## src/rtl/lsu_pkg.sv

```systemverilog
// lsu_pkg: funct3 codes, access sizes and FSM states for the LSU.
// LSU_MISALIGNED_EN adds the second-beat states REQ1/WAIT1.
package lsu_pkg;

    localparam int ADDR_W = 32;

    localparam logic [2:0] F3_B  = 3'b000;
    localparam logic [2:0] F3_H  = 3'b001;
    localparam logic [2:0] F3_W  = 3'b010;
    localparam logic [2:0] F3_BU = 3'b100;
    localparam logic [2:0] F3_HU = 3'b101;

    typedef enum logic [1:0] {
        SZ_B = 2'd0,
        SZ_H = 2'd1,
        SZ_W = 2'd2
    } size_t;

    typedef enum logic [2:0] {
        IDLE,
        REQ0,
        WAIT0,
`ifdef LSU_MISALIGNED_EN
        REQ1,
        WAIT1,
`endif
        RESP
    } state_t;

    function automatic logic f3_legal(input logic we, input logic [2:0] f3);
        return (f3 == F3_B) || (f3 == F3_H) || (f3 == F3_W) ||
               (!we && (f3 == F3_BU || f3 == F3_HU));
    endfunction

    function automatic size_t size_of(input logic [1:0] f);
        size_t s;
        unique case (f)
            2'b00:   s = SZ_B;
            2'b01:   s = SZ_H;
            default: s = SZ_W;
        endcase
        return s;
    endfunction

endpackage

```

## src/rtl/lsu_if.sv

```systemverilog
// lsu_if: core request/response and data-memory bus of the LSU.
// master = the LSU, slave = core plus memory environment.
interface lsu_if;
    import lsu_pkg::*;

    logic              req_valid;
    logic              req_ready;
    logic              req_we;
    logic [2:0]        req_funct3;
    logic [ADDR_W-1:0] req_addr;
    logic [31:0]       req_wdata;

    logic              rsp_valid;
    logic [31:0]       rsp_rdata;
    logic              rsp_err;

    logic              mem_req;
    logic              mem_gnt;
    logic              mem_we;
    logic [ADDR_W-1:0] mem_addr;
    logic [31:0]       mem_wdata;
    logic [3:0]        mem_wstrb;
    logic              mem_rvalid;
    logic [31:0]       mem_rdata;

    modport master (
        input  req_valid, req_we, req_funct3, req_addr, req_wdata,
        output req_ready, rsp_valid, rsp_rdata, rsp_err,
        output mem_req, mem_we, mem_addr, mem_wdata, mem_wstrb,
        input  mem_gnt, mem_rvalid, mem_rdata
    );

    modport slave (
        output req_valid, req_we, req_funct3, req_addr, req_wdata,
        input  req_ready, rsp_valid, rsp_rdata, rsp_err,
        input  mem_req, mem_we, mem_addr, mem_wdata, mem_wstrb,
        output mem_gnt, mem_rvalid, mem_rdata
    );

endinterface

```

## src/rtl/lsu_align.sv

```systemverilog
// lsu_align: byte-lane strobes, store data shifting and load extraction.
// Purely combinational; beat selects the low or high word of the lane map.
module lsu_align import lsu_pkg::*; (
    input  size_t       size,
    input  logic        uns,
    input  logic [1:0]  off,
    input  logic        beat,
    input  logic [31:0] wdata,
    input  logic [63:0] rdata,
    output logic [3:0]  strb,
    output logic [31:0] wdata_beat,
    output logic [31:0] ldata
);

    logic [3:0]  base;
    logic [7:0]  strb8;
    logic [63:0] wide;
    logic [31:0] word;

    // lane mask for the access size before shifting
    always_comb begin
        base = 4'b1111;
        unique case (size)
            SZ_B:    base = 4'b0001;
            SZ_H:    base = 4'b0011;
            default: base = 4'b1111;
        endcase
    end

    assign strb8      = {4'b0000, base} << off;
    assign wide       = {32'b0, wdata} << {off, 3'b000};
    assign strb       = beat ? strb8[7:4] : strb8[3:0];
    assign wdata_beat = beat ? wide[63:32] : wide[31:0];
    assign word       = 32'(rdata >> {off, 3'b000});

    // truncate to access size and sign- or zero-extend
    always_comb begin
        ldata = word;
        unique case (size)
            SZ_B:    ldata = {{24{word[7] & ~uns}}, word[7:0]};
            SZ_H:    ldata = {{16{word[15] & ~uns}}, word[15:0]};
            default: ldata = word;
        endcase
    end

endmodule

```

## src/rtl/load_store_unit.sv

```systemverilog
// load_store_unit: core-side load/store front end to a granted data memory.
// LSU_MISALIGNED_EN enables two-beat word-crossing accesses.
module load_store_unit import lsu_pkg::*; (
    input logic    clk,
    input logic    rst_n,
    lsu_if.master  bus
);

    state_t            state_q;
    state_t            state_d;
    logic              init_q;
    logic              we_q;
    logic              uns_q;
    size_t             size_q;
    logic [ADDR_W-1:0] addr_q;
    logic [31:0]       wdata_q;
    logic [31:0]       rdata_q;
    logic              err_q;

    logic              accept;
    logic              bad;
    logic              beat;
    logic              done;
    logic              issue;
    size_t             size_in;
    logic [1:0]        off_in;
    logic [ADDR_W-1:0] beat_addr;
    logic [63:0]       rd64;
    logic [3:0]        strb;
    logic [31:0]       wd_beat;
    logic [31:0]       ldata;

`ifdef LSU_MISALIGNED_EN
    logic              cross_in;
    logic              cross_q;
    logic [31:0]       beat0_q;
`endif

    assign size_in = size_of(bus.req_funct3[1:0]);
    assign off_in  = bus.req_addr[1:0];
    assign accept  = bus.req_valid && init_q && (state_q == IDLE);

`ifdef LSU_MISALIGNED_EN
    assign cross_in = (size_in == SZ_H && off_in == 2'd3) ||
                      (size_in == SZ_W && off_in != 2'd0);
    assign bad  = !f3_legal(bus.req_we, bus.req_funct3);
    assign beat = (state_q == REQ1);
    assign rd64 = (state_q == WAIT1) ? {bus.mem_rdata, beat0_q}
                                     : {32'b0, bus.mem_rdata};
    assign done = bus.mem_rvalid &&
                  ((state_q == WAIT0 && !cross_q) || state_q == WAIT1);
`else
    assign bad  = !f3_legal(bus.req_we, bus.req_funct3) ||
                  (size_in == SZ_H && off_in[0]) ||
                  (size_in == SZ_W && off_in != 2'd0);
    assign beat = 1'b0;
    assign rd64 = {32'b0, bus.mem_rdata};
    assign done = bus.mem_rvalid && (state_q == WAIT0);
`endif

    assign beat_addr = {addr_q[ADDR_W-1:2], 2'b00} +
                       {{(ADDR_W-3){1'b0}}, beat, 2'b00};

    lsu_align u_align (
        .size       (size_q),
        .uns        (uns_q),
        .off        (addr_q[1:0]),
        .beat       (beat),
        .wdata      (wdata_q),
        .rdata      (rd64),
        .strb       (strb),
        .wdata_beat (wd_beat),
        .ldata      (ldata)
    );

    // state register; init_q holds ready low for the first cycle out of reset
    always_ff @(posedge clk) begin
        if (!rst_n) begin
            state_q <= IDLE;
            init_q  <= 1'b0;
        end else begin
            state_q <= state_d;
            init_q  <= 1'b1;
        end
    end

    // next-state logic and memory request qualifier
    always_comb begin
        state_d = state_q;
        issue   = 1'b0;
        unique case (state_q)
            IDLE:  if (accept) state_d = bad ? RESP : REQ0;
            REQ0: begin
                issue = 1'b1;
                if (bus.mem_gnt) state_d = WAIT0;
            end
            WAIT0: if (bus.mem_rvalid) begin
`ifdef LSU_MISALIGNED_EN
                state_d = cross_q ? REQ1 : RESP;
`else
                state_d = RESP;
`endif
            end
`ifdef LSU_MISALIGNED_EN
            REQ1: begin
                issue = 1'b1;
                if (bus.mem_gnt) state_d = WAIT1;
            end
            WAIT1: if (bus.mem_rvalid) state_d = RESP;
`endif
            RESP:    state_d = IDLE;
            default: state_d = IDLE;
        endcase
    end

    assign bus.req_ready = init_q && (state_q == IDLE);
    assign bus.rsp_valid = (state_q == RESP);
    assign bus.rsp_rdata = rdata_q;
    assign bus.rsp_err   = err_q;
    assign bus.mem_req   = issue;
    assign bus.mem_we    = issue & we_q;
    assign bus.mem_addr  = issue ? beat_addr : '0;
    assign bus.mem_wdata = issue ? wd_beat : '0;
    assign bus.mem_wstrb = issue ? strb : 4'b0000;

    // request latch and beat-0 read capture
    always_ff @(posedge clk) begin
        if (!rst_n) begin
            we_q    <= 1'b0;
            uns_q   <= 1'b0;
            size_q  <= SZ_B;
            addr_q  <= '0;
            wdata_q <= '0;
`ifdef LSU_MISALIGNED_EN
            cross_q <= 1'b0;
            beat0_q <= '0;
`endif
        end else begin
            if (accept) begin
                we_q    <= bus.req_we;
                uns_q   <= bus.req_funct3[2];
                size_q  <= size_in;
                addr_q  <= bus.req_addr;
                wdata_q <= bus.req_wdata;
`ifdef LSU_MISALIGNED_EN
                cross_q <= cross_in;
`endif
            end
`ifdef LSU_MISALIGNED_EN
            if (state_q == WAIT0 && bus.mem_rvalid) beat0_q <= bus.mem_rdata;
`endif
        end
    end

    // response registers, nonzero only during the RESP cycle
    always_ff @(posedge clk) begin
        if (!rst_n) begin
            rdata_q <= '0;
            err_q   <= 1'b0;
        end else begin
            rdata_q <= '0;
            err_q   <= 1'b0;
            if (accept && bad) err_q <= 1'b1;
            else if (done && !we_q) rdata_q <= ldata;
        end
    end

endmodule

```

## src/flat_wrapper.sv

```systemverilog
// flat-port wrapper written by rule: the top's interface ports become plain ports
module load_store_unit_flat import lsu_pkg::*;
  (clk, rst_n, bus_req_valid, bus_req_we, bus_req_funct3, bus_req_addr, bus_req_wdata, bus_req_ready, bus_rsp_valid, bus_rsp_rdata, bus_rsp_err, bus_mem_req, bus_mem_we, bus_mem_addr, bus_mem_wdata, bus_mem_wstrb, bus_mem_gnt, bus_mem_rvalid, bus_mem_rdata);
  lsu_if bus_i ();
  input logic clk;
  input logic rst_n;
  input wire logic [$bits(bus_i.req_valid)-1:0] bus_req_valid;
  input wire logic [$bits(bus_i.req_we)-1:0] bus_req_we;
  input wire logic [$bits(bus_i.req_funct3)-1:0] bus_req_funct3;
  input wire logic [$bits(bus_i.req_addr)-1:0] bus_req_addr;
  input wire logic [$bits(bus_i.req_wdata)-1:0] bus_req_wdata;
  output wire logic [$bits(bus_i.req_ready)-1:0] bus_req_ready;
  output wire logic [$bits(bus_i.rsp_valid)-1:0] bus_rsp_valid;
  output wire logic [$bits(bus_i.rsp_rdata)-1:0] bus_rsp_rdata;
  output wire logic [$bits(bus_i.rsp_err)-1:0] bus_rsp_err;
  output wire logic [$bits(bus_i.mem_req)-1:0] bus_mem_req;
  output wire logic [$bits(bus_i.mem_we)-1:0] bus_mem_we;
  output wire logic [$bits(bus_i.mem_addr)-1:0] bus_mem_addr;
  output wire logic [$bits(bus_i.mem_wdata)-1:0] bus_mem_wdata;
  output wire logic [$bits(bus_i.mem_wstrb)-1:0] bus_mem_wstrb;
  input wire logic [$bits(bus_i.mem_gnt)-1:0] bus_mem_gnt;
  input wire logic [$bits(bus_i.mem_rvalid)-1:0] bus_mem_rvalid;
  input wire logic [$bits(bus_i.mem_rdata)-1:0] bus_mem_rdata;
  assign bus_i.req_valid = bus_req_valid;
  assign bus_i.req_we = bus_req_we;
  assign bus_i.req_funct3 = bus_req_funct3;
  assign bus_i.req_addr = bus_req_addr;
  assign bus_i.req_wdata = bus_req_wdata;
  assign bus_req_ready = bus_i.req_ready;
  assign bus_rsp_valid = bus_i.rsp_valid;
  assign bus_rsp_rdata = bus_i.rsp_rdata;
  assign bus_rsp_err = bus_i.rsp_err;
  assign bus_mem_req = bus_i.mem_req;
  assign bus_mem_we = bus_i.mem_we;
  assign bus_mem_addr = bus_i.mem_addr;
  assign bus_mem_wdata = bus_i.mem_wdata;
  assign bus_mem_wstrb = bus_i.mem_wstrb;
  assign bus_i.mem_gnt = bus_mem_gnt;
  assign bus_i.mem_rvalid = bus_mem_rvalid;
  assign bus_i.mem_rdata = bus_mem_rdata;
  load_store_unit u_core (.clk(clk), .rst_n(rst_n), .bus(bus_i));
endmodule
```

## config.mk

```make
export PLATFORM = sky130hd
export DESIGN_NAME = load_store_unit_flat
export DESIGN_NICKNAME = d
export VERILOG_FILES = /design/src/rtl/lsu_pkg.sv /design/src/rtl/lsu_if.sv /design/src/rtl/lsu_align.sv /design/src/rtl/load_store_unit.sv /design/src/flat_wrapper.sv
export SDC_FILE = /design/constraint.sdc
export NUM_CORES = 1
export LEC_CHECK = 0
export CAP_MARGIN = 20
export CORE_ASPECT_RATIO = 2
export CORE_MARGIN = 3
export CORE_UTILIZATION = 46
export DETAILED_ROUTE_END_ITERATION = 16
export PLACE_DENSITY_LB_ADDON = 0.15
export SKIP_LAST_GASP = 1
export SLEW_MARGIN = 5
export SYNTH_ARGS = -nofsm -noshare
export SYNTH_HDL_FRONTEND = slang
export SYNTH_SLANG_ARGS = --single-unit
```

## constraint.sdc

```tcl
create_clock -name clk -period 3.6 [get_ports clk]
set_input_delay 0.54 -clock clk [delete_from_list [all_inputs] [get_ports clk]]
set_output_delay 0.54 -clock clk [all_outputs]
set_load 0.005 [all_outputs]
```

==> impl_metrics.yaml, run 1 <==
floorplan:
  die_area_um2: 12000
  initial_core_util: 0.478
  chipWidth_um: 79.1
  core_region_area_um2: 10300
  num_io_pins: 210
  rows: 52
  die_height_um: 152
setup_path:
  kind_of_end_point_of_the_critical_path: "output pin"
  critical_path_class: "flip-flop to output pin"
  cp_max_fo: 10
  crit_path_max_incr_delay_ns: 0.57
  critPathLaunch: "u_core.state_q[1]$_SDFFE_PN0P_"
  reg2reg_slack_ns: 1.31
  start_kind: "flip-flop"
  arrival_ns: 2.56
  worst-endpoint-required_ns: 3.06
  crit-reg2reg-launch: "u_core.addr_q[1]$_SDFFE_PN0P_"
  crit_path_cell_trace: "inv_1, ha_1, nand2b_1, nor2_1, and2_1, clkdlybuf4s50_1"
  slowest_stage_cell_crit_path: "sky130_fd_sc_hd__nor2_1"
synth:
  netlist_area_um2: 4910
  netlist_instances: 625
  synthDominantCellAreaShare: 0.424
  synth.most_common_cell: "sky130_fd_sc_hd__nand2_1"
  ys_seq_area_frac: 0.424
  postSynth.asyncResetShare: 0
  post-synth-top-area-cell: "sky130_fd_sc_hd__dfxtp_1"
  syn-mean-instance-area_um2: 7.86
  postSynthRegisterBits: 104
  synth_top_cells_by_area: "sky130_fd_sc_hd__dfxtp_1, sky130_fd_sc_hd__nand2_1, sky130_fd_sc_hd__a21oi_1, sky130_fd_sc_hd__and2_1, sky130_fd_sc_hd__mux2i_1"
  synth.cells.most_frequent: "sky130_fd_sc_hd__nand2_1, sky130_fd_sc_hd__dfxtp_1, sky130_fd_sc_hd__a21oi_1"
  synth.yosys.warnings: 0
  synth-edff-count: 0
  synthDistinctLibCells: 39
  ys_dominant_reg_cell: "sky130_fd_sc_hd__dfxtp_1"
clock_network:
  cts_tree: "yes"
  cts.repair_timing.setup_buffer_count: 0
  clock_sinks: 104
  cts_made_buffers: 9
  clock_tree.root_cell: "sky130_fd_sc_hd__clkbuf_16"
  post_cts_resized: 0
  h_tree_depth: 3
  clk-insertion-delay-late_ns: 0.34
  clk_pin_slew_worst_paths_ns: 0.07
  cts_hold_repair.buffers: 0
  clock_tree.buffer_depth: 2
route:
  antenna_violating_nets_post_route: 0
  average_wire_length_per_cell_after_detail_routing_um: 16.7
  drc_errors: 0
  detail_route.vias_per_cell: 5.19
  drt_wl_total_mm: 15.7
  detail_route.first_pass.iterations: 4
  first_iter_violations: 193
  detailroute.via_count: 4883
run:
  cap_viol_max_count: 0
place:
  port_buffers: 207
  post-place-ws_ns: 0.595
  dp_hpwl_mm: 11.7
  finalWeightedCongestion: 0.812
worst_hold_path:
  hold_start: "u_core.addr_q[19]$_SDFFE_PN0P_"
  hold_path_class: "flip-flop to flip-flop"
sta:
  finalHoldViolations: 0
  fmax_ghz: 0.322
  report.final.setup_viol: 0
  setup-tns-final_ns: 0
  post-route-worst-setup-slack_ns: 0.497
  slew_viol_final: 0
  tightestPinTransition_ns: 0.785
  rsz0062_at_grt: "false"
  timing.slew.headroom: 0.476
  min_period_over_period: 0.862
  clock_tree_skew_after_final_layout_ns: 0.00685
  post-route-min-period_ns: 3.10
layout:
  n_antenna_cell: 0
  flow.area_growth_from_synthesis_pct: 48.5
  layout-drive-gt1-share: 0.0682
  fillCellCount: 874
  nNetsFinal: 910
power_and_ir_drop:
  power-per-cell-area_nw_per_um2: 456
  power_leakage_nw: 2.68
  worst_ir_drop_vdd_mv: 0.389
global_routing:
  number_of_global_route_vias_before_repair: 4970
  global_route.overflow_total: 0
  antenna_violations_before_repair: 0
  largest_net_degree_at_the_start_of_global_routing: 73
  grt_use_total: 0.259
  grt_first_pass_wirelength_mm: 24.7
outcome:
  status: "finished clean"
final cells by class:
type,count,area (um^2),area share
clock inverter,6,43.8,0.00600
inverter,4,15.0,0.00206
multi-input combinational,465,2590,0.355
tap,135,169,0.0232
clock buffer,10,239,0.0328
sequential,104,2080,0.286
timing repair buffer,217,2150,0.295
per-stage QoR:
stage / power, mW / cells / utilization / area (um^2) / hold WS (ns)
finish: 3.32 / 941 / 0.710 / 7290 / 0.451
global route: 3.52 / 941 / 0.710 / 7290 / 0.468
CTS: 3.35 / 940 / 0.708 / 7280 / 0.452
detailed placement: 2.42 / 924 / 0.681 / 7000 / 0.443
global placement: 2.39 / 924 / 0.681 / 7000 / 0.438
floorplan: 1.97 / 626 / - / 4910 / 0.432
worst max-delay path: cells and delay by family (launching register included):
family        cells  cell delay [ns]
fa+ha+maj         1             0.20
buf+inv           2             0.60
flops             1             0.34
simple gates      3             1.07
layout by cell type (no fill, tap or decap), drive strengths merged:
master and instances:
a211oi 15, a21oi 93, a221o 1, a221oi 1, and2 55, and3 1
and4 1, buf 10, clkbuf 10, clkdlybuf4s50 207, clkinv 4, clkinvlp 1
conb 2, dfxtp 104, ha 4, inv 5, mux2 17, mux2i 25
nand2 173, nand2b 1, nand3 2, nand3b 1, nor2 24, nor2b 11
nor3 2, nor4 2, nor4b 1, o211a 8, o21a 2, o21ai 15
o2bb2ai 1, o41ai 2, or2 1, or3 2, or4 1, xnor2 1
state kept, by name, indices dropped and copies added (netlist names):
signal	cells
u_core.bus.rsp_err	1
u_core.state_q	2
u_core.addr_q	32
u_core.wdata_q	32
u_core.uns_q	1
u_core.size_q	2
u_core.we_q	1
u_core.bus.rsp_rdata	32
u_core.init_q	1
path summary, 6_finish.rpt:
path	endpoint	cells past startpoint
min reg2reg	u_core.addr_q[19]$_SDFFE_PN0P_	2
max	bus_mem_wdata[6]	6
min	u_core.addr_q[19]$_SDFFE_PN0P_	2
max reg2reg	u_core.bus.rsp_rdata[11]$_SDFF_PP0_	5
metal layers:
layer | up-vias | routed length (um) | track usage
met5 | - | 0 | 0
met4 | 0 | 645 | 0.121
met3 | 38 | 978 | 0.0586
met2 | 187 | 8690 | 0.487
met1 | 2243 | 5370 | 0.259
li1 | 2415 | - | -
where the power goes:
group,internal [mW],leakage (nW),switching (mW)
Clock,0.490,0.139,0.433
Sequential,1.26,0.846,0.0803
Combinational,0.478,1.70,0.579
cell families (layout without fill, tap and decap cells):
family                   Yosys count  count (layout)  synth area share
AO/OA/AOI/OAI                    138             138             0.168
XOR/XNOR                           1               1           0.00178
adder cells (fa/ha/maj)            4               4            0.0102
buffers and inverters             57             237            0.0510
flip-flops                       104             104             0.424
multiplexers                      42              42            0.0899
other                              1               2          0.000764
AND/OR/NAND/NOR                  278             278             0.254
No activity file was read; power rests on OpenSTA's default activity.
==> run 2: changes to the inputs <==
--- a/config.mk
+++ b/config.mk
@@ -9,7 +9,9 @@
 export CORE_ASPECT_RATIO = 2
 export CORE_MARGIN = 3
 export CORE_UTILIZATION = 46
+export CTS_CLUSTER_SIZE = 14
 export DETAILED_ROUTE_END_ITERATION = 16
+export GPL_ROUTABILITY_DRIVEN = 0
 export PLACE_DENSITY_LB_ADDON = 0.15
 export SKIP_LAST_GASP = 1
 export SLEW_MARGIN = 5
==> results of run 2 <==
Final layout, timing and power as in run 1 (identical DEF).
==> run 3: changes to the inputs <==
--- a/config.mk
+++ b/config.mk
@@ -5,13 +5,16 @@
 export SDC_FILE = /design/constraint.sdc
 export NUM_CORES = 1
 export LEC_CHECK = 0
+export ABC_CLOCK_PERIOD_IN_PS = 3600
 export CAP_MARGIN = 20
+export CELL_PAD_IN_SITES_DETAIL_PLACEMENT = 2
+export CELL_PAD_IN_SITES_GLOBAL_PLACEMENT = 2
 export CORE_ASPECT_RATIO = 2
 export CORE_MARGIN = 3
-export CORE_UTILIZATION = 46
+export CORE_UTILIZATION = 25
 export CTS_CLUSTER_SIZE = 14
 export DETAILED_ROUTE_END_ITERATION = 16
-export GPL_ROUTABILITY_DRIVEN = 0
+export GPL_ROUTABILITY_DRIVEN = 1
 export PLACE_DENSITY_LB_ADDON = 0.15
 export SKIP_LAST_GASP = 1
 export SLEW_MARGIN = 5
==> run 3 against run 2 <==
First-iteration DRC count fell by 50%. Cell count rose by 13%. Non-clock buffer count rose by 1. Critical path depth did not move. Worst hold slack improved by 0.0021 ns. Combinational power rose by 7%. Via count rose by 3.4%. Clock skew fell by 0.00057 ns. Sequential share of layout area fell by 0.79 points. Largest cell class unchanged. Die area rose by 78%. Register-to-register slack got worse by 0.08 ns.
==> impl_metrics.yaml, run 3 (same netlist as run 1, synthesis figures left out) <==
outcome:
  status: "finished clean"
place:
  dpl.cell_count: 1046
  finalWeightedCongestion: 0.771
  placed_cell_area_um2: 7180
  post-place-ws_ns: 0.815
  dp_hpwl_mm: 16.1
  port_buffers: 207
setup_path:
  critical_path_class: "flip-flop to output pin"
  crit-reg2reg-capture: "u_core.bus.rsp_rdata[14]$_SDFF_PP0_"
  timing.critical_path.to: "bus_mem_wdata[7]"
  worst_r2r_path_depth: 5
  critPathLaunch: "u_core.state_q[1]$_SDFFE_PN0P_"
  kind_of_end_point_of_the_critical_path: "output pin"
  worst-endpoint-required_ns: 3.06
  crit-reg2reg-launch: "u_core.addr_q[1]$_SDFFE_PN0P_"
  start_kind: "flip-flop"
  reg2reg_slack_ns: 1.23
  cp_max_fo: 10
  arrival_ns: 2.62
layout:
  nNetsFinal: 911
  fillCellCount: 2205
  most_frequent_standard_cell_in_the_layout_excluding_fill_and_tap_cells: "sky130_fd_sc_hd__clkdlybuf4s50_1"
  fin_cells: 1062
  core_occupancy_in_the_finished_layout: 0.395
  design_area_um2: 7500
  flow.area_growth_from_synthesis_pct: 52.7
  layout-drive-gt1-share: 0.0682
  mostFrequentLayoutCells: "sky130_fd_sc_hd__clkdlybuf4s50_1, sky130_fd_sc_hd__nand2_1, sky130_fd_sc_hd__dfxtp_1, sky130_fd_sc_hd__a21oi_1, sky130_fd_sc_hd__and2_1"
clock_network:
  cts_tree: "yes"
  h_tree_depth: 3
  clk-insertion-delay-late_ns: 0.36
  clock_sinks: 104
  clock_tree.buffer_depth: 2
  cts_hold_repair.buffers: 0
  clock_tree.root_cell: "sky130_fd_sc_hd__clkbuf_16"
  cts_made_buffers: 9
  cts.repair_timing.setup_buffer_count: 0
  post_cts_resized: 0
  clk_pin_slew_worst_paths_ns: 0.07
sta:
  slew_viol_final: 0
  post-route-worst-setup-slack_ns: 0.438
  report.final.setup_viol: 0
  tightestPinTransition_ns: 0.795
  rsz0062_at_grt: "false"
  clock_tree_skew_after_final_layout_ns: 0.00628
  fmax_ghz: 0.316
  timing.slew.headroom: 0.470
  post-route-min-period_ns: 3.16
  setup-tns-final_ns: 0
  min_period_over_period: 0.878
  finalHoldViolations: 0
global_routing:
  grt_first_pass_wirelength_mm: 33.0
  grt_use_total: 0.198
  global_route.overflow_total: 0
  number_of_global_route_vias_before_repair: 5885
  largest_net_degree_at_the_start_of_global_routing: 72
  antenna_violations_before_repair: 1
route:
  first_iter_violations: 96
  drc_errors: 0
  average_wire_length_per_cell_after_detail_routing_um: 19.9
  antenna_violating_nets_post_route: 0
  detail_route.vias_per_cell: 4.76
  drt_wl_total_mm: 21.1
  detailroute.via_count: 5051
  detail_route.first_pass.iterations: 4
floorplan:
  num_io_pins: 210
  chipWidth_um: 105
  die_height_um: 204
  initial_core_util: 0.258
  die_area_um2: 21500
  core_region_area_um2: 19000
  rows: 71
worst_hold_path:
  hold_start: "u_core.addr_q[23]$_SDFFE_PN0P_"
  hold_path_class: "flip-flop to flip-flop"
power_and_ir_drop:
  worst_ir_drop_vdd_mv: 0.217
  power_leakage_nw: 2.71
  power-per-cell-area_nw_per_um2: 476
run:
  cap_viol_max_count: 0
[run 3: worst max-delay path, stage by stage, from the launching register on]
cell                              delay (ns)
sky130_fd_sc_hd__dfxtp_1                0.34
sky130_fd_sc_hd__inv_1                  0.09
sky130_fd_sc_hd__ha_2                   0.23
sky130_fd_sc_hd__nand2b_1               0.26
sky130_fd_sc_hd__nor2_1                 0.59
sky130_fd_sc_hd__and2_1                 0.25
sky130_fd_sc_hd__clkdlybuf4s50_1        0.51
[run 3: cell type report]
type / instances / area [um^2] / share of cell area
multi-input cells: 465 / 2590 / 0.345
flip-flops and latches: 104 / 2080 / 0.278
clock inverters: 3 / 65.1 / 0.00867
diodes: 1 / 2.50 / 0.000334
well taps: 255 / 319 / 0.0425
repair buffers: 218 / 2170 / 0.289
inverters: 4 / 15.0 / 0.00200
clock buffers: 12 / 256 / 0.0342
[run 3: metal layers]
layer  GRT usage  vias to the layer above  wire, um
li1            -                     2417         -
met1       0.180                     2467      7100
met2       0.419                      148     12700
met3      0.0402                       19       881
met4      0.0648                        0       417
met5           0                        -         0
[run 3: power by group]
group / internal (mW) / switching, mW
registers: 1.26 / 0.0870
logic: 0.487 / 0.646
clock network: 0.644 / 0.443
[run 3: how the worst min path moves through the flow]
stage	endpoint	cells after the start
3_5_place_dp	u_core.addr_q[25]$_SDFFE_PN0P_	2
4_1_cts	u_core.addr_q[23]$_SDFFE_PN0P_	2
5_1_grt	u_core.addr_q[11]$_SDFFE_PN0P_	2
3_3_place_gp	u_core.addr_q[12]$_SDFFE_PN0P_	2
6_report	u_core.addr_q[23]$_SDFFE_PN0P_	2
2_1_floorplan	u_core.addr_q[10]$_SDFFE_PN0P_	2
[run 3: stage by stage]
stage          hold slack [ns]  power, mW
6_report                 0.453       3.57
5_1_grt                  0.483       3.80
4_1_cts                  0.459       3.65
3_5_place_dp             0.449       2.54
3_3_place_gp             0.439       2.48
2_1_floorplan            0.432       1.97
